===== src/rtl/accel_cmd_pkg.sv =====
// accel_cmd_pkg: shared register offsets, field positions and helpers for accel_cmd_engine
package accel_cmd_pkg;
  localparam int CMD_W = 72;
  localparam int STS_W = 8;
  localparam int TAG_W = 4;
  localparam int BTT_W = 23;
  localparam logic [7:0] REG_ADDR = 8'h00;
  localparam logic [7:0] REG_LEN  = 8'h04;
  localparam logic [7:0] REG_CTRL = 8'h08;
  localparam logic [7:0] REG_STAT = 8'h0C;
  localparam logic [7:0] REG_DONE = 8'h10;
  localparam logic [7:0] REG_LAST = 8'h14;
  localparam int CMD_INCR     = 23;
  localparam int CMD_EOF      = 30;
  localparam int CMD_DRR      = 31;
  localparam int CMD_ADDR_LSB = 32;
  localparam int CMD_TAG_LSB  = 64;
  localparam int STS_OK       = 7;
  localparam int CTRL_CLR     = 31;
  function automatic logic [CMD_W-1:0] make_cmd(input logic [31:0] addr, input logic [BTT_W-1:0] btt,
                                                input logic [TAG_W-1:0] tag, input logic eof, input logic drr);
    make_cmd = '0;
    make_cmd[BTT_W-1:0] = btt;
    make_cmd[CMD_INCR] = 1'b1;
    make_cmd[CMD_EOF] = eof;
    make_cmd[CMD_DRR] = drr;
    make_cmd[CMD_ADDR_LSB +: 32] = addr;
    make_cmd[CMD_TAG_LSB +: TAG_W] = tag;
  endfunction
  // status is bad when OKAY is clear or any of the INTERR/DECERR/SLVERR bits is set
  function automatic logic sts_err(input logic [STS_W-1:0] s);
    sts_err = !s[STS_OK] || |s[6:4];
  endfunction
endpackage


===== src/rtl/accel_cmd_chan.sv =====
// accel_cmd_chan: one datamover command/status channel with queue, tag, counters and registers
// Ports: clk/rst; wr/wr_off/wr_data register write; rd/rd_off/rd_data register read;
// cmd_* command stream out; sts_* status stream in; irq channel interrupt level.
// Optional ACCEL_CMD_TIMEOUT_EN adds a 24b busy watchdog reported in STAT[13].
module accel_cmd_chan
  import accel_cmd_pkg::*;
#(
  parameter int C_CMD_DEPTH = 8
) (
  input  logic             clk,
  input  logic             rst,
  input  logic             wr,
  input  logic [7:0]       wr_off,
  input  logic [31:0]      wr_data,
  input  logic             rd,
  input  logic [7:0]       rd_off,
  output logic [31:0]      rd_data,
  output logic             cmd_tvalid,
  input  logic             cmd_tready,
  output logic [CMD_W-1:0] cmd_tdata,
  input  logic             sts_tvalid,
  output logic             sts_tready,
  input  logic [STS_W-1:0] sts_tdata,
  output logic             irq
);
  localparam int AW = $clog2(C_CMD_DEPTH);
  logic [CMD_W-1:0] mem [C_CMD_DEPTH];
  logic [AW-1:0] wp, rp;
  logic [AW:0] cnt;
  logic [AW+1:0] outs;
  logic [31:0] addr_q;
  logic [BTT_W-1:0] btt_q;
  logic irq_en, eof, drr, ovf, err, pend, rdy, tmo;
  logic [15:0] done;
  logic [7:0] last;
  logic [TAG_W-1:0] tag;
  logic full, empty, busy, wr_len, clr, pop, push, acc;
  assign full = cnt == (AW+1)'(C_CMD_DEPTH);
  assign empty = cnt == '0;
  assign busy = outs != '0;
  assign wr_len = wr && wr_off == REG_LEN;
  assign clr = wr && wr_off == REG_CTRL && wr_data[CTRL_CLR];
  assign cmd_tvalid = !empty && !rst;
  assign cmd_tdata = mem[rp];
  assign sts_tready = rdy && !rst;
  assign pop = cmd_tvalid && cmd_tready;
  // a pop in the same cycle frees the slot, so a push at full still lands
  assign push = wr_len && (!full || pop);
  assign acc = sts_tvalid && sts_tready;
  assign irq = pend || (irq_en && (err || tmo));
  always_ff @(posedge clk)
    if (push) mem[wp] <= make_cmd(addr_q, wr_data[BTT_W-1:0], tag, eof, drr);
  always_ff @(posedge clk) begin
    if (rst) begin
      wp <= '0;
      rp <= '0;
      cnt <= '0;
      outs <= '0;
      addr_q <= '0;
      btt_q <= '0;
      {drr, eof, irq_en} <= '0;
      tag <= '0;
      done <= '0;
      last <= '0;
      ovf <= 1'b0;
      err <= 1'b0;
      pend <= 1'b0;
      rdy <= 1'b0;
    end else begin
      rdy <= 1'b1;
      if (wr && wr_off == REG_ADDR) addr_q <= wr_data;
      if (wr_len) btt_q <= wr_data[BTT_W-1:0];
      if (wr && wr_off == REG_CTRL) {drr, eof, irq_en} <= wr_data[2:0];
      if (push) begin
        wp <= wp + 1'b1;
        tag <= tag + 1'b1;
      end
      if (pop) rp <= rp + 1'b1;
      cnt <= cnt + {{AW{1'b0}}, push} - {{AW{1'b0}}, pop};
      if (pop && !acc && !(&outs)) outs <= outs + 1'b1;
      else if (acc && !pop && busy) outs <= outs - 1'b1;
      if (acc) last <= sts_tdata;
      if (clr) done <= '0;
      else if (acc && !(&done)) done <= done + 1'b1;
      if (clr) ovf <= 1'b0;
      else if (wr_len && !push) ovf <= 1'b1;
      if (clr) err <= 1'b0;
      else if (acc && sts_err(sts_tdata)) err <= 1'b1;
      if (clr) pend <= 1'b0;
      else if (acc && irq_en) pend <= 1'b1;
      else if (rd && rd_off == REG_LAST) pend <= 1'b0;
    end
  end
`ifdef ACCEL_CMD_TIMEOUT_EN
  logic [23:0] wd;
  always_ff @(posedge clk) begin
    if (rst) begin
      wd <= '0;
      tmo <= 1'b0;
    end else begin
      wd <= (acc || !busy) ? '0 : (&wd) ? wd : wd + 1'b1;
      if (clr) tmo <= 1'b0;
      else if (&wd) tmo <= 1'b1;
    end
  end
`else
  assign tmo = 1'b0;
`endif
  always_comb
    rd_data = rd_off == REG_ADDR ? addr_q :
              rd_off == REG_LEN  ? {9'b0, btt_q} :
              rd_off == REG_CTRL ? {29'b0, drr, eof, irq_en} :
              rd_off == REG_STAT ? {18'b0, tmo, err, ovf, busy, empty, full, 8'(cnt)} :
              rd_off == REG_DONE ? {16'b0, done} :
              rd_off == REG_LAST ? {24'b0, last} : 32'b0;
endmodule


===== src/rtl/accel_cmd_engine.sv =====
// accel_cmd_engine: paged set/get register front end for C_NUM_CHAN datamover command channels
// Ports: clk/rst; set_* register write; get_* register read (get_data combinational);
// m_axis_cmd_* per-channel command streams; s_axis_sts_* per-channel status streams; irq OR of channels.
// Optional ACCEL_CMD_TIMEOUT_EN enables per-channel busy watchdogs.
module accel_cmd_engine
  import accel_cmd_pkg::*;
#(
  parameter int C_S_AXI_ADDR_WIDTH = 32,
  parameter int C_S_AXI_DATA_WIDTH = 32,
  parameter int C_NUM_CHAN = 4,
  parameter int C_CMD_DEPTH = 8,
  parameter int C_PAGEWIDTH = 16,
  parameter int C_M_AXIS_CMD_DATA_WIDTH = 72,
  parameter int C_M_AXIS_STS_DATA_WIDTH = 8
) (
  input  logic                                          clk,
  input  logic                                          rst,
  input  logic [C_S_AXI_ADDR_WIDTH-1:0]                 set_addr,
  input  logic [C_S_AXI_DATA_WIDTH-1:0]                 set_data,
  input  logic                                          set_stb,
  input  logic [C_S_AXI_ADDR_WIDTH-1:0]                 get_addr,
  output logic [C_S_AXI_DATA_WIDTH-1:0]                 get_data,
  input  logic                                          get_stb,
  output logic [C_NUM_CHAN-1:0]                         m_axis_cmd_tvalid,
  input  logic [C_NUM_CHAN-1:0]                         m_axis_cmd_tready,
  output logic [C_M_AXIS_CMD_DATA_WIDTH*C_NUM_CHAN-1:0] m_axis_cmd_tdata,
  input  logic [C_NUM_CHAN-1:0]                         s_axis_sts_tvalid,
  output logic [C_NUM_CHAN-1:0]                         s_axis_sts_tready,
  input  logic [C_M_AXIS_STS_DATA_WIDTH*C_NUM_CHAN-1:0] s_axis_sts_tdata,
  output logic                                          irq
);
  localparam int SW = $clog2(C_NUM_CHAN);
  logic [3:0] wsel, rsel;
  logic [31:0] rd [C_NUM_CHAN];
  logic [C_NUM_CHAN-1:0] irq_v;
  logic unused_addr;
  assign unused_addr = ^{set_addr, get_addr};
  if (SW == 0) begin : g_one
    assign wsel = 4'd0;
    assign rsel = 4'd0;
  end else begin : g_many
    assign wsel = 4'(set_addr[C_PAGEWIDTH +: SW]);
    assign rsel = 4'(get_addr[C_PAGEWIDTH +: SW]);
  end
  // a page index with no matching channel selects nothing: writes drop, reads return 0
  for (genvar i = 0; i < C_NUM_CHAN; i++) begin : g_ch
    accel_cmd_chan #(.C_CMD_DEPTH(C_CMD_DEPTH)) u_chan (
      .clk(clk),
      .rst(rst),
      .wr(set_stb && wsel == 4'(i)),
      .wr_off(set_addr[7:0]),
      .wr_data(set_data[31:0]),
      .rd(get_stb && rsel == 4'(i)),
      .rd_off(get_addr[7:0]),
      .rd_data(rd[i]),
      .cmd_tvalid(m_axis_cmd_tvalid[i]),
      .cmd_tready(m_axis_cmd_tready[i]),
      .cmd_tdata(m_axis_cmd_tdata[C_M_AXIS_CMD_DATA_WIDTH*i +: CMD_W]),
      .sts_tvalid(s_axis_sts_tvalid[i]),
      .sts_tready(s_axis_sts_tready[i]),
      .sts_tdata(s_axis_sts_tdata[C_M_AXIS_STS_DATA_WIDTH*i +: STS_W]),
      .irq(irq_v[i])
    );
  end
  always_comb begin
    get_data = '0;
    for (int c = 0; c < C_NUM_CHAN; c++) get_data = rsel == 4'(c) ? rd[c] : get_data;
  end
  assign irq = |irq_v;
endmodule


===== config.mk =====
export PLATFORM = sky130hd
export DESIGN_NAME = accel_cmd_engine
export DESIGN_NICKNAME = d
export VERILOG_FILES = /design/src/rtl/accel_cmd_pkg.sv /design/src/rtl/accel_cmd_chan.sv /design/src/rtl/accel_cmd_engine.sv
export SDC_FILE = /design/constraint.sdc
export NUM_CORES = 2
export LEC_CHECK = 0
export CELL_PAD_IN_SITES_DETAIL_PLACEMENT = 1
export CELL_PAD_IN_SITES_GLOBAL_PLACEMENT = 1
export CORE_ASPECT_RATIO = 1.4
export CORE_MARGIN = 2
export CORE_UTILIZATION = 47
export DETAILED_ROUTE_END_ITERATION = 10
export PLACE_DENSITY_LB_ADDON = 0.1
export RECOVER_POWER = 25
export SLEW_MARGIN = 10
export SYNTH_ARGS = -nofsm -noshare
export SYNTH_HDL_FRONTEND = slang
export SYNTH_SLANG_ARGS = --single-unit

===== constraint.sdc =====
create_clock -name clk -period 9.65 [get_ports clk]
set_clock_uncertainty 0.2 [all_clocks]
set_input_delay 1.4475 -clock clk [delete_from_list [all_inputs] [get_ports clk]]
set_output_delay 1.4475 -clock clk [all_outputs]
set_load 0.03 [all_outputs]

=== After elaboration in Yosys (flattened, before gate mapping) ===
Memories as Yosys holds them, arrays and structs flattened. A register that Yosys moved wholly into a read port is not among the register bits.
Index checks and enable logic that the tools add are counted.

* Output and inout bits: 329
* Bits of input ports: 140
* Register bits: 417
* Memory bits (writable): 1952
* Logic and storage cells: 338
* Memories kept: 4

{| class="wikitable"
|+ Memory list
! name !! depth !! bits a word !! rd ports !! clocked after memory_dff !! write ports !! RTL line !! text
|-
| g_ch[0].u_chan.mem || 8 || 61 || 1 || 1 || 1 || accel_cmd_chan.sv:27 || <nowiki>logic [CMD_W-1:0] mem [C_CMD_DEPTH];</nowiki>
|-
| g_ch[1].u_chan.mem || 8 || 61 || 1 || 1 || 1 || accel_cmd_chan.sv:27 ||
|-
| g_ch[2].u_chan.mem || 8 || 61 || 1 || 1 || 1 || accel_cmd_chan.sv:27 ||
|-
| g_ch[3].u_chan.mem || 8 || 61 || 1 || 1 || 1 || accel_cmd_chan.sv:27 ||
|}

* $add $sub $neg: 32
* Equality and inequality tests: 17
* Reductions and logical operators: 163
* Muxes and demuxes: 61

{| class="wikitable"
|+ Operators with widths
! operator !! number
|-
| 32-bit 2-to-1 mux || 24
|-
| 1-bit logical AND || 81
|-
| 16-bit by 1-bit adder with 16-bit output, second input constant || 4
|-
| 16-bit AND reduction || 4
|-
| 5-bit 2-to-1 mux || 8
|-
| 1-bit logical NOT || 33
|-
| 8-bit 2-to-1 mux || 4
|-
| 3-bit by 1-bit adder with 3-bit output, second input constant || 8
|-
| 8-bit by 4-bit == test with 1-bit output, second input constant || 3
|-
| 4-bit logical NOT || 6
|-
| 3-bit 2-to-1 mux || 8
|-
| 5-bit by 1-bit adder with 5-bit output, second input constant || 4
|-
| 5-bit AND reduction || 4
|-
| 5-bit nonzero test || 4
|-
| 5-bit by 1-bit subtractor with 5-bit output, second input constant || 4
|-
| 1-bit 2-to-1 mux || 17
|-
| 4-bit by 1-bit adder with 4-bit output || 4
|-
| 4-bit by 1-bit adder with 4-bit output, second input constant || 4
|-
| 4-bit == test, second input constant || 4
|-
| 8-bit by 3-bit == test with 1-bit output, second input constant || 2
|-
| 8-bit by 5-bit == test with 1-bit output, second input constant || 2
|-
| 8-bit logical NOT || 2
|-
| 2-bit nonzero test || 8
|-
| 4-bit by 1-bit subtractor with 4-bit output || 4
|-
| 6 further kinds || 27
|}

=== Depth between registers and ports, before layout ===
* Depth in word-level cells: 11
* Depth in mapped cells: 13
* Gate-level depth less buffers: 12

=== By module ===
Synthesis repeated with hierarchy kept, for this count alone.

* Cell total of the unflattened synthesis: 5564
* Area, all modules: 94929.8 um2

{| class="wikitable"
|+ By module, submodules not included
! module !! area each (um2) !! cells an instance !! seq. area each (um2) !! instances
|-
| accel_cmd_chan at g_ch[1].u_chan || 23608.9 || 1383 || 16816.1 || 1
|-
| accel_cmd_chan at g_ch[3].u_chan || 23513.8 || 1379 || 16816.1 || 1
|-
| accel_cmd_chan at g_ch[0].u_chan || 23460.0 || 1374 || 16816.1 || 1
|-
| accel_cmd_chan at g_ch[2].u_chan || 23458.7 || 1379 || 16816.1 || 1
|-
| accel_cmd_engine || 888.4 || 49 || 0.0 || 1
|}

=== Least setup slack after synthesis ===
Ideal clock, no wire load.

* Kind: input port to flip-flop
* Start point: input port set_addr[5]
* End point: memory g_ch[3].u_chan.mem[0][0] (netlist bit) (enable)
* Buffers on the path: 1
* Data required time: 8.819 ns
* Setup time: 0.631 ns
* Cell stages on the path: 5
* Arrival: 8.655 ns
* Path slack: 0.164 ns
* Cells stage by stage: or4_4 buf_6 nor4_4 nand2_1 nor4_1

* Longest elaborated chain between the ends: 5

{| class="wikitable"
|+ RTL lines
! what !! RTL line !! text
|-
| from (decl) || accel_cmd_engine.sv:18 || <nowiki>input logic [C_S_AXI_ADDR_WIDTH-1:0] set_addr,</nowiki>
|-
| 8-bit by 3-bit == test with 1-bit output || accel_cmd_chan.sv:41 || <nowiki>assign wr_len = wr && wr_off == REG_LEN;</nowiki>
|-
| 1-bit logical AND || accel_cmd_chan.sv:41 ||
|-
| 1-bit logical AND || accel_cmd_chan.sv:48 || <nowiki>assign push = wr_len && (!full || pop);</nowiki>
|-
| 1-bit 2-to-1 mux || accel_cmd_chan.sv:52 || <nowiki>if (push) mem[wp] <= make_cmd(addr_q, wr_data[BTT_W-1:0], tag, eof, drr);</nowiki>
|-
| 1-bit 2-to-1 mux (not written as such) || accel_cmd_chan.sv:52 ||
|-
| to (decl) || accel_cmd_chan.sv:27 ||
|}

Every way passes these cells.

=== Final worst setup path ===
* Start point: input port get_addr[5]
* End point: output port get_data[22]

* Longest elaborated chain between the ends: 9
* Elaborated cells between the ends (all ways): 24
* Those cells by class: 3 x eq/ne; 20 x mux; 1 x reduce/logical

{| class="wikitable"
|+ RTL lines
! what !! RTL line !! text
|-
| from (decl) || accel_cmd_engine.sv:21 || <nowiki>input logic [C_S_AXI_ADDR_WIDTH-1:0] get_addr,</nowiki>
|-
| 8-bit by 4-bit == test with 1-bit output || accel_cmd_chan.sv:113 || <nowiki>rd_off == REG_STAT ? {18'b0, tmo, err, ovf, busy, empty, full, 8'(cnt)} :</nowiki>
|-
| 32-bit 2-to-1 mux || accel_cmd_chan.sv:113 ||
|-
| 32-bit 2-to-1 mux || accel_cmd_chan.sv:112 || <nowiki>rd_off == REG_CTRL ? {29'b0, drr, eof, irq_en} :</nowiki>
|-
| 32-bit 2-to-1 mux || accel_cmd_chan.sv:111 || <nowiki>rd_off == REG_LEN ? {9'b0, btt_q} :</nowiki>
|-
| 32-bit 2-to-1 mux || accel_cmd_chan.sv:110 || <nowiki>rd_data = rd_off == REG_ADDR ? addr_q :</nowiki>
|-
| 32-bit 2-to-1 mux (3 in a row) || accel_cmd_engine.sv:67 || <nowiki>for (int c = 0; c < C_NUM_CHAN; c++) get_data = rsel == 4'(c) ? rd[c] : get_data;</nowiki>
|-
| 32-bit 2-to-1 mux * || accel_cmd_engine.sv:67 ||
|-
| to (decl) || accel_cmd_engine.sv:22 || <nowiki>output logic [C_S_AXI_DATA_WIDTH-1:0] get_data,</nowiki>
|}

Every way passes the cells marked *; elsewhere a longest branch is shown, timed or not.

==> run metrics <==
outcome complete, no violations; Synth Instances 5493; clk buf depth 4; vias per cell 5.99; R2R depth 9; H-tree Lvls 4; FP Rows 194; Final WS setup 2.25 ns; total core area 0.199 mm2; Synth top area share 62.2%; largest net degree at the start of global routing 103; Cell Chain, Critical Path clkdlybuf4s50_1 > or4_1 > nor2_2 > a221oi_1 > o31ai_1 > clkdlybuf4s50_1; r2r startpoint g_ch[0].u_chan.cnt[3]; WS Path Type in -> out; total power density per cell area 221 mW/mm2; worst min path class reg -> reg; CTS Root Cell clkbuf_16; Synth cell types 81; CP startpoint get_addr[5]; FF-to-FF setup slack 4.82 ns; async set or reset register ratio after synthesis 0%; DRT iter0 DRCs 4796; post-synthesis sequential area ratio 71.3%; Slowest cell on crit path or4_1; crit-path most repeated cell clkdlybuf4s50_1; Final Max Tran Viols 0; Sum Neg Setup Slack 0 ns; Detailed Place HPWL 163000 um; Setup-failing EPs final 0; slowest stage delay, CP 0.93 ns; die area 0.204 mm2; Crit Path Max Fanout 20; Worst Hold Endpoint g_ch[2].u_chan.btt_q[14]; Area Growth Syn to Fin 15.0%; postcts setup bufs 0; critical path arrival 5.75 ns; Synth warnings 0; Hold-fix buffers, CTS 0; drt wl/cell 30.7 um; first-pass GRT wire length 386000 um; routed vias 52300; Clk Latency, worst-skew pair 0.89 ns; Pleak 35.2 nW; Max VDD drop 0.144 mV; Seq cells post-synth 2381; worst r2r dst g_ch[0].u_chan.mem[4][3]; global-route usage over all layers 26.2%; CTS resizes 0; Commonest cells post-synth 1952 x edfxtp_1, 625 x nand2_1, 503 x mux4_2; most numerous cell in the Yosys netlist edfxtp_1; gpl congestion 0.928; Crit. End Element output port; most common flop cell mapped by yosys edfxtp_1; crit path launch type input port; Sink Count 2381; area leader, netlist edfxtp_1; Worst-Margin Slew 1.25 ns; number of synthesized flops with an enable pin 1952; Critical Path RT 8.00 ns; Final Util 54.4%; syn_area_per_cell 17.1 um2; Final #Nets 6098; GRT overflow 0; RSZ-0062 raised after global routing no; vias in the first global route 53800; synth top area cells edfxtp_1 62%, mux4_2 12%, dfxtp_1 9.1%; Pre-antenna DRT Iters 8; initial antenna violation count 23; Final ANT Viol Nets 0; final count of hold timing violations 0; slew margin rel. 16.2%; clk slew on worst S/H paths 0.06 ns; DR DRC count 0; Initial Utilization 47.3%; fmax 135 MHz; Port Buf Inserts 380; Final period util 76.7%; min cycle time layout 7.40 ns; worst hold stages 2; worst hold slack 0.255 ns; Inserted Clock Buffers 227; fraction of layout cells with a size suffix above 1 22.2%; CTS tree yes; Min-Delay Startpoint g_ch[2].u_chan.btt_q[14]; IO Pins 469; die height 534 um; Routed WL 268000 um; pre-CTS setup slack 2.45 ns; Die W 382 um; Post-Synthesis Cell Area 0.0942 mm2; max_cap viols 0
[worst max-delay path, delay by kind of cell]
kind | cells | cell delay [ns]
compound gates | 2 | 1.15
simple gates | 2 | 1.76
buf+inv | 2 | 1.36
[logic make-up after synthesis]
family,count (synthesis),share of synthesized area (%)
flops,2381,71.3
simple gates,1153,5.59
compound gates,541,3.46
fa+ha+maj,60,0.861
mux,819,15.7
buf+inv,436,2.05
other cells,2,0.00797
xor+xnor,101,0.939
[worst max-delay path by stage]
| stage | slack (ns) | endpoint | depth (start not counted) |
|---|---|---|---|
| 5_1_grt | 2.25 | get_data[22] | 6 |
| 2_1_floorplan | 0.16 | g_ch[3].u_chan.mem[0][0] | 5 |
| 6_report | 2.25 | get_data[22] | 6 |
| 3_3_place_gp | 2.46 | get_data[22] | 6 |
| 3_5_place_dp | 2.45 | get_data[22] | 6 |
| 4_1_cts | 2.42 | get_data[22] | 6 |
[cell type report]
class	instances	area [um2]
fillers	18100	91000
flip-flops and latches	2381	67200
multi-input cells	2718	25400
clock buffers	278	6010
repair buffers	511	4700
well taps	2646	3310
clock inverters	134	1360
inverters	59	221
diodes	5	12.5
[through the flow]
step                      power (mW)  area [um2]  cells
after global placement          15.2      101000   8315
after global routing            24.7      108000   8728
after CTS                       24.2      108000   8727
after detailed placement        15.2      101000   8315
final                           23.9      108000   8732
after floorplan                 13.9       94400   5535
[metal layers]
| metal | share of wire, % | GRT usage [%] | up-vias |
|---|---|---|---|
| li1 | - | - | 22200 |
| met1 | 42 | 36.4 | 27800 |
| met2 | 49 | 42.7 | 1882 |
| met3 | 6.3 | 3.55 | 425 |
| met4 | 3.5 | 8.86 | 8 |
| met5 | 0.017 | 0 | - |
[power by group]
group	switching, mW	internal [mW]
Sequential	0.217	11.1
Clock	3.86	5.11
Combinational	1.93	1.73
Total	6.00	17.9
[cells in the final DEF, fill, tap and decap left out, types with 12 or more instances in the layout]
| cell type | count |
|---|---|
| a211oi_1 | 17 |
| a21o_1 | 14 |
| a21oi_1 | 297 |
| a221oi_1 | 22 |
| a22oi_1 | 19 |
| a31oi_1 | 14 |
| and3_1 | 18 |
| buf_2 | 27 |
| buf_4 | 128 |
| bufinv_16 | 26 |
| clkbuf_1 | 39 |
| clkbuf_16 | 229 |
| clkdlybuf4s50_1 | 351 |
| clkinv_1 | 45 |
| clkinv_2 | 42 |
| conb_1 | 44 |
| dfxtp_1 | 417 |
| dfxtp_4 | 12 |
| edfxtp_1 | 1952 |
| ha_1 | 52 |
| inv_1 | 53 |
| mux2_2 | 265 |
| mux2i_1 | 51 |
| mux4_2 | 503 |
| nand2_1 | 625 |
| nand2b_1 | 18 |
| nand3_1 | 93 |
| nand4_1 | 22 |
| nor2_1 | 169 |
| nor2_4 | 12 |
| nor2b_1 | 19 |
| nor3_1 | 31 |
| nor3_2 | 16 |
| nor3b_1 | 17 |
| nor4_1 | 22 |
| o21ai_0 | 62 |
| xnor2_1 | 68 |
| xor2_1 | 33 |
[registers in the layout (all words and copies together) (netlist names), 16 cells and up, named ones only]
signal              flops
g_ch.u_chan.addr_q    128
g_ch.u_chan.mem      1952
g_ch.u_chan.outs       20
g_ch.u_chan.tag        16
g_ch.u_chan.cnt        16
g_ch.u_chan.done       64
g_ch.u_chan.btt_q      92
g_ch.u_chan.last       32
(Power assumes the default switching activity.)
